==> src/rtl/heatmap_bank_arbiter.sv <==
// Arbitrates the single heat-map column memory port between the HPS point writer
// (one-hot select, level ack) and the VGA scan reader (request / one-cycle ack).
module heatmap_bank_arbiter #(
    parameter int COLS        = 100,
    parameter int ROWS        = 480,
    parameter int WR_MAX_WAIT = 8
) (
    input  logic                clock,
    input  logic                reset,
    input  logic [COLS-1:0]     wr_col_select,
    input  logic [9:0]          wr_row,
    input  logic signed [7:0]   wr_data,
    output logic [COLS-1:0]     wr_return,
    input  logic                rd_req,
    input  logic [6:0]          rd_col,
    input  logic [9:0]          rd_row,
    output logic                rd_ack,
    output logic signed [7:0]   rd_data,
    output logic [6:0]          mem_col,
    output logic [9:0]          mem_row,
    output logic                mem_we,
    output logic signed [7:0]   mem_wdata,
    input  logic signed [7:0]   mem_rdata,
    output logic                busy,
    output logic                err_multi,
    output logic                err_range
);

    localparam int CW = 7;

    typedef enum logic [2:0] {
        S_IDLE,
        S_WR,
        S_WR_ACK,
        S_RD_WAIT,
        S_RD_CAP,
        S_RD_DONE
    } state_t;

    function automatic logic [CW-1:0] lowest_idx(input logic [COLS-1:0] sel);
        logic [CW-1:0] idx;
        idx = '0;
        for (int i = COLS - 1; i >= 0; i--) begin
            if (sel[i]) idx = CW'(i);
        end
        return idx;
    endfunction

    function automatic logic [3:0] sat_inc4(input logic [3:0] v);
        return (v == 4'hF) ? v : v + 4'd1;
    endfunction

    state_t                r_state;
    state_t                w_state_nxt;
    logic                  w_grant_rd;
    logic                  w_grant_wr;
    logic                  w_wr_pend;
    logic                  w_wr_multi;
    logic [CW-1:0]         w_wr_idx;
    logic                  w_wr_row_ok;
    logic                  w_rd_oor;
    logic                  w_starved;

    logic [3:0]            r_starve;
    logic [CW-1:0]         r_wr_idx;
    logic                  r_rd_oor;
    logic [COLS-1:0]       r_wr_return;
    logic                  r_rd_ack;
    logic signed [7:0]     r_rd_data;
    logic [CW-1:0]         r_mem_col;
    logic [9:0]            r_mem_row;
    logic                  r_mem_we;
    logic signed [7:0]     r_mem_wdata;
    logic                  r_err_multi;
    logic                  r_err_range;

    assign w_wr_pend   = |wr_col_select;
    assign w_wr_multi  = (wr_col_select & (wr_col_select - COLS'(1))) != '0;
    assign w_wr_idx    = lowest_idx(wr_col_select);
    assign w_wr_row_ok = wr_row < 10'(ROWS);
    assign w_rd_oor    = (rd_col >= CW'(COLS)) || (rd_row >= 10'(ROWS));
    assign w_starved   = r_starve == 4'(WR_MAX_WAIT);

    // The reader wins ties unless the writer has already waited out its quota.
    always_comb begin
        w_state_nxt = r_state;
        w_grant_rd  = 1'b0;
        w_grant_wr  = 1'b0;
        case (r_state)
            S_IDLE: begin
                if (rd_req && !(w_wr_pend && w_starved)) begin
                    w_grant_rd  = 1'b1;
                    w_state_nxt = S_RD_WAIT;
                end else if (w_wr_pend) begin
                    w_grant_wr  = 1'b1;
                    w_state_nxt = S_WR;
                end
            end
            S_WR:      w_state_nxt = S_WR_ACK;
            S_WR_ACK:  if (!wr_col_select[r_wr_idx]) w_state_nxt = S_IDLE;
            S_RD_WAIT: w_state_nxt = S_RD_CAP;
            S_RD_CAP:  w_state_nxt = S_RD_DONE;
            S_RD_DONE: w_state_nxt = S_IDLE;
            default:   w_state_nxt = S_IDLE;
        endcase
    end

    always_ff @(posedge clock) begin
        if (!reset) r_state <= S_IDLE;
        else        r_state <= w_state_nxt;
    end

    always_ff @(posedge clock) begin
        if (!reset) begin
            r_starve <= '0;
        end else if (!w_wr_pend || w_grant_wr) begin
            r_starve <= '0;
        end else if (w_grant_rd) begin
            r_starve <= sat_inc4(r_starve);
        end
    end

    always_ff @(posedge clock) begin
        if (!reset) begin
            r_wr_idx    <= '0;
            r_rd_oor    <= 1'b0;
            r_wr_return <= '0;
            r_rd_ack    <= 1'b0;
            r_rd_data   <= '0;
            r_mem_col   <= '0;
            r_mem_row   <= '0;
            r_mem_we    <= 1'b0;
            r_mem_wdata <= '0;
            r_err_multi <= 1'b0;
            r_err_range <= 1'b0;
        end else begin
            case (r_state)
                S_IDLE: begin
                    if (w_grant_rd) begin
                        r_mem_col <= rd_col;
                        r_mem_row <= rd_row;
                        r_mem_we  <= 1'b0;
                        r_rd_oor  <= w_rd_oor;
                    end else if (w_grant_wr) begin
                        r_wr_idx    <= w_wr_idx;
                        r_mem_col   <= w_wr_idx;
                        r_mem_row   <= wr_row;
                        r_mem_wdata <= wr_data;
                        r_mem_we    <= w_wr_row_ok;
                        if (!w_wr_row_ok) r_err_range <= 1'b1;
                        if (w_wr_multi)   r_err_multi <= 1'b1;
                    end
                end
                S_WR: begin
                    r_mem_we    <= 1'b0;
                    r_wr_return <= COLS'(1) << r_wr_idx;
                end
                S_WR_ACK: begin
                    if (!wr_col_select[r_wr_idx]) r_wr_return <= '0;
                end
                // Memory output lands two edges after the address was registered.
                S_RD_CAP: begin
                    r_rd_data <= r_rd_oor ? 8'sd0 : mem_rdata;
                    r_rd_ack  <= 1'b1;
                    if (r_rd_oor) r_err_range <= 1'b1;
                end
                S_RD_DONE: begin
                    r_rd_ack <= 1'b0;
                end
                default: begin
                    r_mem_we <= 1'b0;
                end
            endcase
        end
    end

    assign wr_return = r_wr_return;
    assign rd_ack    = r_rd_ack;
    assign rd_data   = r_rd_data;
    assign mem_col   = r_mem_col;
    assign mem_row   = r_mem_row;
    assign mem_we    = r_mem_we;
    assign mem_wdata = r_mem_wdata;
    assign busy      = r_state != S_IDLE;
    assign err_multi = r_err_multi;
    assign err_range = r_err_range;

endmodule

==> config.mk <==
export PLATFORM = sky130hd
export DESIGN_NAME = heatmap_bank_arbiter
export DESIGN_NICKNAME = d
export VERILOG_FILES = /design/src/rtl/heatmap_bank_arbiter.sv
export SDC_FILE = /design/constraint.sdc
export NUM_CORES = 1
export LEC_CHECK = 0
export BUFFER_PORTS_ARGS = -buffer_cell sky130_fd_sc_hd__buf_2
export CAP_MARGIN = 20
export CORE_ASPECT_RATIO = 0.75
export CORE_MARGIN = 3
export CORE_UTILIZATION = 56
export CTS_BUF_LIST = sky130_fd_sc_hd__clkbuf_16
export CTS_CLUSTER_SIZE = 20
export DETAILED_ROUTE_END_ITERATION = 7
export GPL_ROUTABILITY_DRIVEN = 1
export PLACE_DENSITY_LB_ADDON = 0.15
export SYNTH_ARGS = -nofsm -noshare
export SYNTH_HDL_FRONTEND = slang
export SYNTH_SLANG_ARGS = --single-unit
export TNS_END_PERCENT = 100
==> constraint.sdc <==
create_clock -name clock -period 6.3 [get_ports clock]
set_input_delay 0.63 -clock clock [delete_from_list [all_inputs] [get_ports clock]]
set_output_delay 0.63 -clock clock [all_outputs]
set_load 0.02 [all_outputs]
==> metrics <==
full die area 17300 um^2; Area Growth Syn to Fin 23.7%; first-pass GRT wire length 46500 um; fin crit share 62.8%; family with the most delay on the worst path compound AO/OA/AOI/OAI gates; Pwr Density 236 nW/um^2; Slew @ Worst Pin 943 ps; synthesized flop and latch total 152; WL per Instance 19.4 um; htree depth 4; syn nets 1239; Post-synth EDFFs 0; critical path class reg2reg; crit-path cells buf_12 > mux4_1 > mux4_2 > nor2b_1 > a2111oi_0 > a31oi_1 > a2111oi_2 > nor3_2 > buf_4 > a22o_1; worst hold start wr_return[16]; drt first pass iters 6; top post-synthesis cells by count nand2_1 (192), dfxtp_1 (152), o21ai_0 (123); post-layout min period 3950 ps; layout cells sized above 1 28.8%; Worst Setup End Kind flip-flop; critical path arrival 4250 ps; Avg Cell Area, Syn 8.07 um^2; CTS Hold Bufs 0; finished layout cell area 10900 um^2; ys flop type dfxtp_1; clk slew on worst S/H paths 70 ps; RePlAce Congestion 1.03; largest net degree at the start of global routing 97; I/O Pins 284; final wirelength 30200 um; die height 115 um; status finished clean; count of different cell masters after synthesis 76; most instantiated library cell after synthesis nand2_1; DR DRC count 0; Syn Inst Count 1091; Setup Skew 11.9 ps; slowest stage delay, CP 570 ps; final setup TNS 0 ps; nets@finish 1489; Startpoint Class flip-flop; Peak VDD IR 0.229 mV; CTS tree done; class of the worst hold path reg2reg; core area 15300 um^2; worst flop-to-flop path startpoint r_wr_idx[0]; via count 9843; maximum clock rate 0.253 GHz; initial antenna violation count 1; post-detail-place hpwl 22900 um; number of diodes 0; CTS Buf Count 17; Starting DRT DRC Count 1065; Crit-path slowest cell mux4_1; global route total overflow 0; max-cap viol count 0; Detail Route Antenna Nets 0; Synth area leader dfxtp_1; Via density 6.31; Synth warnings 0; input/output buffers 283; CP startpoint r_wr_idx[0]; Die W 151 um; post-synthesis sequential area ratio 34.6%; Initial Util 57.4%; buffer count from post-CTS setup fixing 0; clock buffer depth 2; std cell rows 39; Clock Tree Root clkbuf_16; WP buf/inv 2; Slew Limit Fails 0; post_cts resized 0; CP required 6600 ps; Final Hold Vio Count 0; Post-Syn Area 8800 um^2; Area after DPL 10200 um^2; P_leak 4.32 nW; GRT Util Overall 33.9%; Max transition margin 37.1%; Worst-Skew Late Latency 410 ps; Yosys top cell area share 34.6%; clk sink count 152; Synth area leaders dfxtp_1 (35%), nand2_1 (8.2%), mux4_2 (7.7%); RSZ-0062 raised after global routing false; vias in the first global route 8703; Worst Path Max Fanout 96; Setup-failing EPs final 0; async set-reset flop share out of synthesis 0%
-- routing by layer --
metal  up-vias  global-route usage (%)  wire length, um
met4         2                    8.45              488
met5         -                       0               13
met2       671                    48.7            12500
met1      4516                    49.5            13100
li1       4604                       -                -
met3        50                    10.8             4150
-- stage by stage --
step / power [mW] / worst slack (ps) / utilization (%) / hold slack (ps) / cells
6_report: 2.57 / 2350 / 71.1 / 448 / 1559
5_1_grt: 2.67 / 2160 / 71.1 / 450 / 1559
4_1_cts: 2.56 / 2030 / 70.8 / 445 / 1556
3_5_place_dp: 1.50 / 2050 / 66.7 / 437 / 1524
3_3_place_gp: 1.50 / 2120 / 66.7 / 430 / 1523
2_1_floorplan: 1.32 / 2730 / - / 484 / 1091
-- tightest hold or removal path: stages, from the launching register on --
cell	delay (ps)
dfxtp_1	320
nand2_1	40
o21ai_0	60
-- worst paths after layout --
check                  endpoint  slack [ps]  cells after the start
setup / recovery  wr_return[43]        2350                     10
hold / removal    wr_return[16]         450                      2
setup reg to reg  wr_return[43]        2350                     10
hold reg to reg   wr_return[16]         450                      2
-- final cells by class --
type	count	area, um^2
multi-input cells	852	5380
fillers	1272	4430
flip-flops and latches	152	3040
repair buffers	290	1490
clock buffers	17	425
well taps	205	256
clock inverters	15	198
inverters	28	105
-- logic make-up after synthesis --
| logic type | Yosys count | share of synthesized area, % |
|---|---|---|
| multiplexers | 35 | 8.43 |
| AO/OA/AOI/OAI | 332 | 24.1 |
| buffers and inverters | 87 | 4.45 |
| AND/OR/NAND/NOR | 480 | 27.8 |
| XOR/XNOR | 2 | 0.199 |
| flip-flops | 152 | 34.6 |
| adder cells (fa/ha/maj) | 3 | 0.398 |
-- state kept, by name, indices dropped and copies added, names as in the netlist, 3 cells and up --
register and count:
r_starve 4, r_state 3, mem_row 10, r_wr_idx 7, rd_data 8, wr_return 100
mem_wdata 8, mem_col 7
-- power breakdown --
part	total (mW)	leakage [nW]	internal, mW	switching [mW]
sequential	1.02	1.23	0.994	0.0293
combinational	0.476	2.79	0.171	0.306
clock	1.07	0.300	0.639	0.428
total	2.57	4.32	1.80	0.763
-- cell usage in the layout (no fill, tap or decap), drive strengths merged, types with 23 or more instances in the layout --
| master | count |
|---|---|
| nor3 | 32 |
| mux4 | 31 |
| a21oi | 65 |
| nand3 | 23 |
| nand2 | 192 |
| nor4 | 38 |
| o21ai | 127 |
| nor2 | 113 |
| inv | 37 |
| buf | 289 |
| dfxtp | 152 |
No activity file was read; power rests on OpenSTA's default activity.
